===== src/rtl/divmmc_pkg.sv =====
// divmmc_pkg: shared constants and types for the DivMMC SPI initiator.
//   PORT_CS     - Z80 I/O port (low byte) that drives the card-select line
//   PORT_DATA   - Z80 I/O port (low byte) that starts an SPI byte exchange
//   IDLE_BYTE   - byte shifted out when an exchange is started by a read
//   spi_state_t - transfer state of the byte shifter
package divmmc_pkg;

  localparam logic [7:0] PORT_CS   = 8'hE7;
  localparam logic [7:0] PORT_DATA = 8'hEB;
  localparam logic [7:0] IDLE_BYTE = 8'hFF;

  typedef enum logic {
    ST_IDLE,
    ST_SHIFT
  } spi_state_t;

endpackage


===== src/rtl/spi_shift8.sv =====
// spi_shift8: one 8-bit SPI mode-0 exchange, MSB first.
//   clock, reset - system clock, asynchronous active-high reset
//   start        - one-cycle request, honoured only while idle
//   tx_byte      - byte to shift out, captured on the accepting edge
//   miso         - serial data in, sampled on each SCK rising edge
//   sck, mosi    - serial clock (idles low) and data out (idles high)
//   busy         - exchange in progress
//   done         - one-cycle pulse on the clock that ends the exchange
//   rx_byte      - received byte, complete while done is high
module spi_shift8
  import divmmc_pkg::*;
#(
  parameter int CLKDIV = 2
) (
  input  logic       clock,
  input  logic       reset,
  input  logic       start,
  input  logic [7:0] tx_byte,
  input  logic       miso,
  output logic       sck,
  output logic       mosi,
  output logic       busy,
  output logic       done,
  output logic [7:0] rx_byte
);

  localparam int DW = (CLKDIV > 1) ? $clog2(CLKDIV) : 1;
  localparam logic [DW-1:0] DIV_LAST = DW'(CLKDIV - 1);

  spi_state_t state_reg, state_next;
  logic [DW-1:0] div_reg;
  logic [3:0]    half_reg;
  logic [7:0]    tx_reg;
  logic [7:0]    rx_reg;
  logic          sck_reg;
  logic          mosi_reg;
  logic          tick;
  logic          last;

  // tick marks the final clock of a half-period; the 16th tick ends the byte.
  always_comb begin
    state_next = state_reg;
    tick       = (state_reg == ST_SHIFT) && (div_reg == DIV_LAST);
    last       = tick && (half_reg == 4'd15);
    case (state_reg)
      ST_IDLE:  if (start) state_next = ST_SHIFT;
      ST_SHIFT: if (last)  state_next = ST_IDLE;
      default:  state_next = ST_IDLE;
    endcase
  end

  always_ff @(posedge clock or posedge reset) begin
    if (reset) begin
      state_reg <= ST_IDLE;
    end else begin
      state_reg <= state_next;
    end
  end

  always_ff @(posedge clock or posedge reset) begin
    if (reset) begin
      div_reg  <= '0;
      half_reg <= '0;
      tx_reg   <= '0;
      rx_reg   <= '0;
      sck_reg  <= 1'b0;
      mosi_reg <= 1'b1;
    end else if (state_reg == ST_IDLE) begin
      if (start) begin
        tx_reg   <= tx_byte;
        mosi_reg <= tx_byte[7];
        div_reg  <= '0;
        half_reg <= '0;
        sck_reg  <= 1'b0;
      end
    end else if (tick) begin
      div_reg  <= '0;
      half_reg <= half_reg + 4'd1;
      sck_reg  <= ~sck_reg;
      if (!sck_reg) begin
        // rising edge: sample the responder
        rx_reg <= {rx_reg[6:0], miso};
      end else if (half_reg == 4'd15) begin
        // eighth falling edge: line returns to its idle level
        mosi_reg <= 1'b1;
      end else begin
        // falling edge: present the next bit a full half-period before the rise
        tx_reg   <= {tx_reg[6:0], 1'b0};
        mosi_reg <= tx_reg[6];
      end
    end else begin
      div_reg <= div_reg + DW'(1);
    end
  end

  assign sck     = sck_reg;
  assign mosi    = mosi_reg;
  assign busy    = (state_reg == ST_SHIFT);
  assign done    = last;
  assign rx_byte = rx_reg;

endmodule


===== src/rtl/divmmc_spi.sv =====
// divmmc_spi: DivMMC SPI initiator for the zx48 core.
//   clock, reset      - 56 MHz system clock, asynchronous active-high reset
//   a, iowr, iord     - Z80 I/O address low byte and single-cycle strobes
//   din               - CPU write data
//   dout              - last received byte (changes only when a byte completes)
//   busy              - exchange in progress
//   usdCk, usdCs      - SPI clock (idles low), card select (active low)
//   usdMosi, usdMiso  - SPI data out / in
// Port 0xE7 writes set the card select from din[0]; any access to 0xEB while
// idle starts an exchange (writes send din, reads send IDLE_TX).
module divmmc_spi
  import divmmc_pkg::*;
#(
  parameter int         CLKDIV  = 2,
  parameter logic [7:0] IDLE_TX = IDLE_BYTE
) (
  input  logic       clock,
  input  logic       reset,
  input  logic [7:0] a,
  input  logic       iowr,
  input  logic       iord,
  input  logic [7:0] din,
  output logic [7:0] dout,
  output logic       busy,
  output logic       usdCk,
  output logic       usdCs,
  output logic       usdMosi,
  input  logic       usdMiso
);

  logic       cs_reg;
  logic [7:0] dout_reg;
  logic       start;
  logic [7:0] tx_byte;
  logic       done;
  logic [7:0] rx_byte;

  // Accesses to the data port while busy are dropped; a write beats a read.
  assign start   = (a == PORT_DATA) && (iowr || iord) && !busy;
  assign tx_byte = iowr ? din : IDLE_TX;

  always_ff @(posedge clock or posedge reset) begin
    if (reset) begin
      cs_reg   <= 1'b1;
      dout_reg <= 8'hFF;
    end else begin
      // Card select may change mid-exchange; the shifter keeps running.
      if ((a == PORT_CS) && iowr) cs_reg <= din[0];
      if (done) dout_reg <= rx_byte;
    end
  end

  spi_shift8 #(
    .CLKDIV (CLKDIV)
  ) u_shift (
    .clock   (clock),
    .reset   (reset),
    .start   (start),
    .tx_byte (tx_byte),
    .miso    (usdMiso),
    .sck     (usdCk),
    .mosi    (usdMosi),
    .busy    (busy),
    .done    (done),
    .rx_byte (rx_byte)
  );

  assign dout  = dout_reg;
  assign usdCs = cs_reg;

endmodule


===== config.mk =====
export PLATFORM = sky130hd
export DESIGN_NAME = divmmc_spi
export DESIGN_NICKNAME = d
export VERILOG_FILES = /design/src/rtl/divmmc_pkg.sv /design/src/rtl/spi_shift8.sv /design/src/rtl/divmmc_spi.sv
export SDC_FILE = /design/constraint.sdc
export NUM_CORES = 1
export LEC_CHECK = 0
export BUFFER_PORTS_ARGS = -buffer_cell sky130_fd_sc_hd__clkbuf_2
export CORE_MARGIN = 2
export CORE_UTILIZATION = 53
export CTS_BUF_LIST = sky130_fd_sc_hd__clkbuf_8 sky130_fd_sc_hd__clkbuf_16
export CTS_CLUSTER_SIZE = 28
export DETAILED_ROUTE_END_ITERATION = 10
export GPL_TIMING_DRIVEN = 0
export PLACE_DENSITY = 0.78
export SYNTH_ARGS = -nofsm -noshare
export SYNTH_HDL_FRONTEND = slang
export SYNTH_HIERARCHICAL = 1
export SYNTH_SLANG_ARGS = --single-unit

===== constraint.sdc =====
create_clock -name clock -period 2 [get_ports clock]
set_input_delay 0.3 -clock clock [delete_from_list [all_inputs] [get_ports clock]]
set_output_delay 0.3 -clock clock [all_outputs]
set_load 0.1 [all_outputs]

== Word level (Yosys, flattened, before mapping) ==
Index checks and enable logic that the tools add are counted.

* Register bits after elaboration: 32
* Logic and storage cells: 53

* $add $sub $neg: 2
* Eq/ne operators: 6
* Muxes and demuxes: 22
* Bitwise gates (word level): 2
* Reduce and logical (&&, ||, !) cells: 12

{| class="wikitable"
|+ Operators with widths
! operator !! count
|-
| 7-bit two-way mux || 5
|-
| 8-bit == test (second input constant) || 2
|-
| 1-bit two-way mux || 12
|-
| 4-bit two-way mux || 3
|-
| 8-bit two-way mux || 1
|-
| 2-bit != test (second input constant) || 3
|-
| 3-bit AND reduction || 2
|-
| 1-bit logical AND || 5
|-
| 4-bit by 1-bit adder with 4-bit output (second input constant) || 1
|-
| 4-bit == test (second input constant) || 1
|-
| 4-bit AND reduction || 1
|-
| 1-bit NOT || 2
|-
| 1-bit case mux with 2 select lines || 1
|-
| 2-bit AND reduction || 1
|-
| 2-bit nonzero test || 1
|-
| 1-bit adder (second input constant) || 1
|-
| 1-bit zero test || 1
|-
| 1-bit logical OR || 1
|}

== Longest topological paths before layout ==
Gate-level depths: netlist of run 1.

* Word-level depth: 5
* Depth in mapped cells: 6

== Cells and area by module ==
The synthesis of run 1 kept the hierarchy.

{| class="wikitable"
|+ Modules (own cells, without submodules)
! module !! instances !! cells an instance !! area each (µm²)
|-
| spi_shift8 || 1 || 80 || 1103.6
|-
| divmmc_spi || 1 || 35 || 475.5
|}

== Worst setup path before layout of run 1 ==
OpenSTA, ideal clock, no wires.

* Kind: flip-flop to flip-flop
* From: reg u_shift.state_reg, in the netlist u_shift/busy
* To: reg u_shift.tx_reg[1]
* Setup time: 0.125 ns
* Data arrival time: 2.177 ns
* Required time: 1.875 ns
* Slack: -0.302 ns
* Stages on the path, launching flop included: 7
* Buffers on the path: 0
* Cell sequence: dfrtp_1 -> nor3b_1 -> o21ai_0 -> nor3_1 -> nand2b_4 -> a21oi_4 -> mux2_2

* Cells in the longest elaborated chain, start to end: 4

{| class="wikitable"
|+ Ends and longest elaborated chain
! what !! line !! text
|-
| start: declaration || spi_shift8.sv:30 || <nowiki>spi_state_t state_reg, state_next;</nowiki>
|-
| start signal: assignment || spi_shift8.sv:56 || <nowiki>state_reg <= state_next;</nowiki>
|-
| 1-bit zero test || divmmc_spi.sv:39 || <nowiki>assign start = (a == PORT_DATA) && (iowr || iord) && !busy;</nowiki>
|-
| 1-bit logical AND || divmmc_spi.sv:39 ||
|-
| net start || divmmc_spi.sv:33 || <nowiki>logic start;</nowiki>
|-
| 2-bit nonzero test (no source line) || - ||
|-
| 4-bit AND reduction (no source line) || - ||
|-
| end signal: assignment || spi_shift8.sv:70 || <nowiki>tx_reg <= tx_byte;</nowiki>
|-
| end signal: assignment || spi_shift8.sv:88 || <nowiki>tx_reg <= {tx_reg[6:0], 1'b0};</nowiki>
|-
| end: declaration || spi_shift8.sv:33 || <nowiki>logic [7:0] tx_reg;</nowiki>
|}

The timed path passes the listed nets, and every way through them passes these cells.
A chain may end at the register's enable or synchronous reset.

== Final worst setup path of run 1 ==
* From: reg u_shift.state_reg, in the netlist u_shift/busy
* To: reg u_shift.tx_reg[3]

The elaborated chain is that of the path after synthesis.

==> flow_metrics.py, run 1 <==
metrics = {
    "route": {
        "wl_per_cell_um": 14.5,
        "ant_nets": 0,
        "finalWirelength_um": 2700,
        "first_pass_iters": 6,
        "drt-vias-per-instance": 5.39,
        "vias": 1002,
        "first_iter_violations": 18,
        "drc_errors": 3,
    },
    "cts": {
        "clk_pin_slew_ns": 0.06,
        "root_buffer": "clkbuf_8",
        "cts_hold_buf": 0,
        "insertion_delay_ns": 0.28,
        "cts_resized": 0,
        "cts.htree.levels": 2,
        "cts_buffer_depth": 2,
        "cts_tree": "built",
        "post-cts-setup-buffer-count": 0,
        "numCtsBuffers": 5,
        "clock-sinks": 32,
    },
    "synth": {
        "yosysWarnings": 6,
        "syn_area_um2": 1580,
        "syn_inst": 115,
        "avgSynthCellArea_um2": 13.7,
        "synth_largest_area_cell": "dfrtp_1",
        "synth_area_leaders": "dfrtp_1 35%, mux2_2 22%, dfstp_2 17%, or2b_1 2.4%, a22o_1 1.7%",
        "ys_seq_elements": 32,
        "synth_fp_nets": 137,
        "seq_area_frac_synth_pct": 51.5,
        "synthDistinctLibCells": 34,
        "synth_top_area_share_pct": 34.9,
    },
    "sta": {
        "tns_ns": 0,
        "slew_headroom_pct": 41.8,
        "fmax_ghz": 0.533,
        "rsz0062_at_grt": "false",
        "period_share_pct": 93.8,
        "finalCriticalPeriod_ns": 1.88,
        "setup_violations": 0,
        "hold_viol_final": 0,
        "skew_ns": 0.00457,
        "tightest_slew_ns": 0.872,
        "maxSlewViolCount": 0,
    },
    "min_path": {
        "hold_class": "in -> async",
    },
    "place": {
        "dpl.hpwl_um": 1980,
        "post_dp_cell_area_um2": 1780,
        "io_buffers": 32,
        "gp_congestion": 0.755,
        "place_inst": 178,
    },
    "die": {
        "coreArea_um2": 2810,
        "die_x_um": 58.6,
        "die_h_um": 58.6,
        "rows": 19,
        "start_util_pct": 56.3,
        "dieArea_um2": 3430,
        "ios": 33,
    },
    "worst_setup_path": {
        "arrival_ns": 2.04,
        "crit_path_end_kind": "register",
        "path_cells": "nor3b_1, o21ai_0, nor3_2, nand2b_4, a21oi_4, mux2_2",
        "cp_slowest_cell": "dfrtp_2",
        "start_kind": "register",
        "crit_type": "reg -> reg",
        "crit_required_ns": 2.16,
        "critPathTopFamily": "simple AND/OR/NAND/NOR gates",
        "critical_path_buf_inv_count": 0,
        "critPathMaxStageDelay_ns": 0.42,
        "crit_path_max_fanout": 7,
    },
    "final_layout": {
        "diodes": 0,
        "instances_no_fill": 186,
        "n_fill_cell": 216,
        "fin_area_um2": 1870,
        "fin_nets": 176,
        "syn_to_final_growth_pct": 18.7,
        "drive_above_1_share_pct": 60.6,
    },
    "pwr": {
        "leakagePower_nw": 0.878,
        "cellPowerDensity_nw_per_um2": 1070,
        "power_w": 0.00201,
        "irDropWorstVdd_uv": 782,
    },
    "global_routing": {
        "grt_first_pass_wirelength_um": 4490,
        "grt_max_degree": 24,
        "grtUsageTotal_pct": 18.0,
        "grt.overflow.total": 0,
        "grt_antenna_before_repair": 0,
        "grt_pass1_vias": 1008,
    },
    "flow_run": {
        "max-cap-violations": 0,
    },
    "outcome": {
        "violations": "DRC",
        "status": "finished with violations",
    },
}
[worst paths after layout]
| check | startpoint | endpoint | slack, ns | cells after the start |
|---|---|---|---|---|
| worst min register to register | u_shift/mosi$_DFFE_PP1P_ | u_shift/mosi$_DFFE_PP1P_ | 0.47 | 2 |
| worst min-delay path | reset | u_shift/rx_byte[1]$_DFFE_PP0P_ | 0.19 | 2 |
| min in group clock | usdMiso | u_shift/rx_byte[0]$_DFFE_PP0P_ | 0.25 | 2 |
| worst max-delay path | u_shift/busy$_DFF_PP0_ | u_shift/tx_reg[3]$_DFFE_PP0P_ | 0.12 | 6 |
| worst max register to register | u_shift/busy$_DFF_PP0_ | u_shift/tx_reg[3]$_DFFE_PP0P_ | 0.12 | 6 |
| max in group asynchronous | reset | u_shift/busy$_DFF_PP0_ | 1.21 | 2 |
[routing by layer]
| metal | global-route usage, % | vias up | wire, µm |
|---|---|---|---|
| met5 | 0 | - | 0 |
| met4 | 7.79 | 0 | 38 |
| met3 | 4.84 | 5 | 160 |
| met2 | 31.0 | 32 | 1340 |
| met1 | 21.3 | 479 | 1160 |
| li1 | - | 486 | - |
[stage by stage]
| stage | hold WS [ns] | util [%] | setup WS [ns] |
|---|---|---|---|
| 3_3_place_gp | 0.457 | 63.6 | 0.159 |
| 5_1_grt | 0.251 | 66.8 | 0.00110 |
| 4_1_cts | 0.224 | 66.8 | 0.108 |
| 3_5_place_dp | 0.467 | 63.6 | 0.0954 |
| 6_report | 0.193 | 66.8 | 0.123 |
| 2_1_floorplan | 0.301 | - | 0.0309 |
[worst register-to-register path, stage by stage, from the launching register on]
cell and delay [ns]:
dfrtp_2 0.42, nor3b_1 0.16, o21ai_0 0.14, nor3_2 0.28
nand2b_4 0.12, a21oi_4 0.28, mux2_2 0.37
[placed cells by master (no fill, tap or decap), drive strengths merged, types with 2 or more instances in the layout]
cell type / instances
clkbuf: 39
mux2: 32
dfrtp: 22
dfstp: 10
inv: 7
or2b: 5
nand2b: 5
nand2: 5
o21ai: 3
a22o: 3
buf: 3
nor2: 2
xor2: 2
nand3b: 2
nand3: 2
a21oi: 2
[final cells by class]
cell class	instances	area (µm²)	share of cell area, %
plain buffers	4	41.3	2.20
clock inverters	2	7.51	0.401
flip-flops and latches	32	815	43.5
inverters	5	18.8	1.00
multi-input cells	74	711	37.9
well taps	31	38.8	2.07
clock buffers	6	82.6	4.41
repair buffers	32	160	8.54
[cells in the mapped netlist]
master      n
nand3b_2    1
nor4_4      1
nand2b_4    1
mux2_1      1
o22ai_1     1
nand2_2     1
xnor2_1     1
xor2_1      2
nand4b_4    1
a21oi_1     1
o2bb2ai_1   1
dfstp_2    10
clkbuf_8    1
nor2_1      2
nor3_1      1
nor3b_1     1
nand2_1     4
ha_1        1
mux2_2     31
a21oi_4     1
dfrtp_1    22
and2_2      1
nand3_4     1
buf_2       1
buf_6       2
nand4_1     1
and4_4      1
nand3b_1    1
or2b_1      5
o21ai_0     3
a22o_1      3
inv_1       5
nand3_1     1
nand2b_1    4
[logic make-up after synthesis]
| family | count (synthesis) | synth area share [%] |
|---|---|---|
| adder cells (fa/ha/maj) | 1 | 0.792 |
| multiplexers | 32 | 22.8 |
| AO/OA/AOI/OAI | 10 | 4.91 |
| buffers and inverters | 9 | 3.80 |
| XOR/XNOR | 3 | 1.66 |
| AND/OR/NAND/NOR | 28 | 14.5 |
| flip-flops | 32 | 51.5 |
[report_power, final]
part           internal, W  switching [W]
sequential        0.000809       0.000112
combinational     0.000254       0.000351
clock             0.000270       0.000217
total              0.00133       0.000681
Note: power is estimated with default switching activity, not from simulation.
==> run 2: changes to the inputs <==
- ABC_AREA: unset -> 1
==> run 2 against run 1 <==
The flow now finishes without violations. Worst hold slack worse by 0.015 ns. Synthesized cell count is 57% higher. Core utilization is 0.80 points higher. Register-to-register slack better by 0.33 ns. Area after synthesis is 1.7% higher.
==> flow_metrics.py, run 2 <==
metrics = {
    "synth": {
        "synth-edff-count": 0,
        "ys_seq_elements": 32,
        "syn_inst": 181,
        "synth_largest_area_cell": "dfrtp_1",
        "ys_top_cells_by_count": "68 x nand2_1, 22 x dfrtp_1, 18 x inv_1",
        "synthDistinctLibCells": 27,
        "ys.flop_type": "dfrtp_1",
        "synth_area_leaders": "dfrtp_1 34%, dfstp_2 16%, nand2_1 16%, mux2_4 7.5%, inv_1 4.2%",
        "syn_area_um2": 1610,
        "synth-async-reset-ratio_pct": 100,
        "synth.most_common_cell": "nand2_1",
        "avgSynthCellArea_um2": 8.87,
        "synth_top_area_share_pct": 34.3,
        "seq_area_frac_synth_pct": 50.7,
        "synth_fp_nets": 203,
        "yosysWarnings": 6,
    },
    "place": {
        "io_buffers": 32,
        "gp_congestion": 0.794,
        "dpl.hpwl_um": 2370,
    },
    "cts": {
        "clk_pin_slew_ns": 0.07,
        "post-cts-setup-buffer-count": 0,
        "cts_buffer_depth": 2,
        "cts_hold_buf": 0,
        "cts.htree.levels": 2,
        "insertion_delay_ns": 0.28,
        "root_buffer": "clkbuf_8",
        "clock-sinks": 32,
        "cts_tree": "built",
        "cts_resized": 0,
        "numCtsBuffers": 5,
    },
    "die": {
        "rows": 19,
        "ios": 33,
        "dieArea_um2": 3490,
        "start_util_pct": 57.2,
        "die_x_um": 59.0,
        "die_h_um": 59.0,
        "coreArea_um2": 2810,
    },
    "worst_setup_path": {
        "arrival_ns": 1.28,
        "critPathTopFamily": "flip-flops",
        "crit_path_max_fanout": 2,
        "crit_required_ns": 1.70,
        "crit_path_end_kind": "output pin",
        "critical_path_buf_inv_count": 1,
        "critPathMaxStageDelay_ns": 0.54,
        "path_cells": "clkbuf_2",
        "cp_slowest_cell": "dfstp_2",
        "crit_type": "reg -> out",
        "start_kind": "register",
    },
    "sta": {
        "skew_ns": 0.00221,
        "hold_viol_final": 0,
        "finalCriticalPeriod_ns": 1.58,
        "fmax_ghz": 0.633,
        "slew_headroom_pct": 43.7,
        "period_share_pct": 79.0,
        "setup_violations": 0,
        "tns_ns": 0,
        "rsz0062_at_grt": "false",
        "tightest_slew_ns": 0.844,
        "maxSlewViolCount": 0,
    },
    "global_routing": {
        "grt_max_degree": 24,
        "grt_pass1_vias": 1292,
        "grtUsageTotal_pct": 21.6,
        "grt_first_pass_wirelength_um": 5540,
        "grt.overflow.total": 0,
        "grt_antenna_before_repair": 0,
    },
    "final_layout": {
        "diodes": 0,
        "final_cell_mix": "68 x nand2_1, 32 x clkbuf_2, 22 x dfrtp_1",
        "syn_to_final_growth_pct": 18.2,
        "n_fill_cell": 232,
        "drive_above_1_share_pct": 36.2,
        "fin_nets": 242,
        "final_common_cell": "nand2_1",
    },
    "route": {
        "ant_nets": 0,
        "vias": 1274,
        "first_pass_iters": 4,
        "wl_per_cell_um": 12.7,
        "finalWirelength_um": 3210,
        "first_iter_violations": 34,
        "drc_errors": 0,
        "drt-vias-per-instance": 5.06,
    },
    "min_path": {
        "hold_class": "in -> async",
    },
    "pwr": {
        "irDropWorstVdd_uv": 708,
        "power_w": 0.00208,
        "leakagePower_nw": 1.05,
        "cellPowerDensity_nw_per_um2": 1100,
    },
    "outcome": {
        "status": "finished clean",
    },
    "flow_run": {
        "max-cap-violations": 0,
    },
}
-- run 2: changes by cell type after synthesis, sizes merged, moves of 2 or more --
cell    change
nor2       +13
a21oi       +3
nand3b      -2
o21ai       +3
nand2b      -5
or2b        -5
inv        +15
buf         +2
xor2        -2
nand2      +69
mux2       -24
nand3       +7
a22o        -3
-- run 2: cells by family after synthesis --
group,synth area share [%]
AOI/OAI and AO/OA,4.83
xor gates and xnor gates,0.546
adders and majority gates,0.779
buffers and inverters,7.33
DFF,50.7
muxes,7.48
and+or+nand+nor,28.4
-- run 2: report_power, final --
| group | switching [W] | internal, W | total [W] |
|---|---|---|---|
| sequential | 0.000119 | 0.000841 | 0.000960 |
| combinational | 0.000431 | 0.000177 | 0.000608 |
| clock | 0.000239 | 0.000274 | 0.000513 |
| total | 0.000789 | 0.00129 | 0.00208 |
-- run 2: area by class of cell --
cell class	count	area (µm²)	area share [%]
flip-flops and latches	32	813	42.9
well taps	31	38.8	2.04
clock inverters	2	10.0	0.528
repair buffers	32	160	8.44
clock buffers	6	82.6	4.35
inverters	20	77.6	4.09
multi-input cells	124	674	35.6
plain buffers	5	40.0	2.11
-- run 2: worst paths after layout --
| path | start | to | slack [ns] | cells past startpoint |
|---|---|---|---|---|
| setup / recovery | u_shift/mosi$_DFFE_PP1P_ | usdMosi | 0.42 | 1 |
| hold / removal | reset | u_shift/rx_byte[1]$_DFFE_PP0P_ | 0.18 | 2 |
| setup reg to reg | u_shift/half_reg[0]$_DFFE_PP0P_ | dout[0]$_DFFE_PP1P_ | 0.45 | 5 |
| hold reg to reg | usdCs$_DFFE_PP1P_ | usdCs$_DFFE_PP1P_ | 0.47 | 2 |
| max in group asynchronous | reset | u_shift/half_reg[3]$_DFFE_PP0P_ | 1.30 | 2 |
| min in group clock | din[0] | usdCs$_DFFE_PP1P_ | 0.24 | 3 |
-- run 2: metal layers --
metal / up-vias / GRT usage [%] / wire length (µm)
li1: 639 / - / -
met1: 600 / 26.5 / 1390
met2: 31 / 34.9 / 1640
met3: 4 / 8.52 / 152
met4: 0 / 7.14 / 25
met5: - / 0 / 0
-- run 2: stage by stage --
step | hold slack [ns] | cell area, µm² | std cells | utilization (%) | worst slack [ns]
floorplan | 0.301 | 1610 | 181 | - | 0.0823
global placement | 0.458 | 1800 | 244 | 64.3 | 0.490
detailed placement | 0.466 | 1800 | 244 | 64.3 | 0.463
CTS | 0.203 | 1900 | 252 | 67.6 | 0.413
global route | 0.235 | 1900 | 252 | 67.6 | 0.362
finish | 0.179 | 1900 | 252 | 67.6 | 0.420
==> run 3: changes to the inputs <==
- clock period: 2 -> 1.5 ns (I/O delays scaled with it)
==> run 3 against run 2 <==
Global-route usage decreased by 2.1 points. Critical path depth is the same. Clock skew about the same. Routed wire length down 3.7%. Clock power grew 45%. Sequential power increased by 35%. Critical path type unchanged. Critical endpoint is now dout[0]. Highest routed layer unchanged.
==> flow_metrics.py, run 3 (synthesized netlist as in run 2, its figures left out) <==
metrics = {
    "pwr": {
        "leakagePower_nw": 1.06,
        "cellPowerDensity_nw_per_um2": 1440,
        "irDropWorstVdd_uv": 1170,
    },
    "cts": {
        "cts.htree.levels": 2,
        "root_buffer": "clkbuf_8",
        "numCtsBuffers": 5,
        "clock-sinks": 32,
        "cts_tree": "built",
        "insertion_delay_ns": 0.28,
        "cts_buffer_depth": 2,
        "clk_pin_slew_ns": 0.07,
    },
    "place": {
        "gp_congestion": 0.757,
        "dpl.hpwl_um": 2130,
        "io_buffers": 32,
    },
    "final_layout": {
        "syn_to_final_growth_pct": 24.9,
        "final_common_cell": "nand2_1",
        "final_cell_mix": "68 x nand2_1, 22 x clkbuf_2, 19 x dfrtp_1",
        "diodes": 0,
        "drive_above_1_share_pct": 40.6,
        "fin_nets": 245,
    },
    "die": {
        "start_util_pct": 57.2,
        "coreArea_um2": 2810,
        "dieArea_um2": 3490,
        "die_h_um": 59.0,
        "rows": 19,
        "ios": 33,
        "die_x_um": 59.0,
    },
    "worst_setup_path": {
        "path_cells": "buf_2",
        "crit_path_max_fanout": 2,
        "rr_worst_depth": 5,
        "crit_required_ns": 1.27,
        "cp_slowest_cell": "dfstp_2",
        "cp.depth": 1,
        "critical_path_buf_inv_count": 1,
        "critPathTopFamily": "flip-flops",
        "crit_path_end_kind": "output pin",
        "start_kind": "register",
        "arrival_ns": 1.23,
        "critPathMaxStageDelay_ns": 0.53,
        "crit_type": "reg -> out",
    },
    "route": {
        "wl_met2_um": 1420,
        "wl_per_cell_um": 12.1,
        "first_iter_violations": 47,
        "ant_nets": 0,
        "vias": 1268,
        "finalWirelength_um": 3090,
        "m1WireLength_um": 1490,
        "drc_errors": 0,
        "top_layer_used": "met4",
        "drt-vias-per-instance": 4.97,
        "first_pass_iters": 4,
        "wl_met3_um": 160,
    },
    "outcome": {
        "status": "finished clean",
    },
    "global_routing": {
        "grt_first_pass_wirelength_um": 5030,
        "grt_max_degree": 24,
        "grt_antenna_before_repair": 0,
        "grt.overflow.total": 0,
        "grt_pass1_vias": 1205,
        "grtUsageTotal_pct": 19.5,
    },
    "sta": {
        "skew_ns": 0.00245,
        "slew_headroom_pct": 41.6,
        "finalCriticalPeriod_ns": 1.45,
        "tightest_slew_ns": 0.875,
        "setup_violations": 0,
        "hold_viol_final": 0,
        "tns_ns": 0,
        "fmax_ghz": 0.688,
        "finalHoldWorstSlack_ns": 0.119,
        "maxSlewViolCount": 0,
        "period_share_pct": 96.8,
    },
    "flow_run": {
        "max-cap-violations": 0,
    },
    "min_path": {
        "hold_class": "in -> async",
    },
}
[run 3: changes by cell type in the layout (fill, tap and decap cells not counted), moves of 2 or more]
cell,change
dfrtp_1,-3
buf_2,+3
clkbuf_2,-10
clkbuf_4,+7
nand2_4,+2
nand2_2,-2
dfrtp_2,+2
buf_4,+3
[run 3: what timing repair did]
item | CTS | global route
cloned | 0 | 0
buffers inserted | 2 | 1
hold buffers | 0 | 0
endpoints found under the hold margin | 0 | 0
endpoints found under the setup margin | 22 | 19
pin swaps | 3 | 7
gates resized for setup | 8 | 12
[run 3: final timing paths]
check / start / end / slack (ns)
max in group asynchronous: reset / u_shift/busy$_DFF_PP0_ / 0.75
hold / removal: reset / u_shift/tx_reg[4]$_DFFE_PP0P_ / 0.12
setup / recovery: dout[0]$_DFFE_PP1P_ / dout[0] / 0.05
setup reg to reg: u_shift/half_reg[1]$_DFFE_PP0P_ / dout[3]$_DFFE_PP1P_ / 0.08
min in group clock: din[0] / usdCs$_DFFE_PP1P_ / 0.16
hold reg to reg: usdCs$_DFFE_PP1P_ / usdCs$_DFFE_PP1P_ / 0.46
[run 3: area by class of cell]
type | count | area (µm²)
inverter | 20 | 77.6
tap | 31 | 38.8
buffer | 5 | 40.0
multi-input combinational | 124 | 722
sequential | 32 | 820
clock inverter | 2 | 12.5
timing repair buffer | 35 | 200
clock buffer | 6 | 93.8
fill | 208 | 801
[run 3: where the power goes]
part	internal [W]	switching, W	total [W]
Clock	0.000424	0.000319	0.000742
Combinational	0.000262	0.000579	0.000841
Sequential	0.00113	0.000178	0.00130
[run 3: layer usage]
layer,vias up,track usage [%]
met4,0,7.14
met3,4,6.77
li1,644,-
met2,30,30.8
met5,-,0
met1,590,24.8
[run 3: stage by stage]
step                utilization [%]  area [µm²]  cells  setup WS [ns]  total power [W]
finish                         71.5        2000    255         0.0475          0.00289
global route                   71.5        2000    255      -0.000696          0.00307
CTS                            69.5        1950    254      0.0000792          0.00287
detailed placement             64.5        1810    244        -0.0306          0.00211
global placement               64.5        1810    244        -0.0226          0.00207
floorplan                         -        1610    181        -0.0371          0.00193
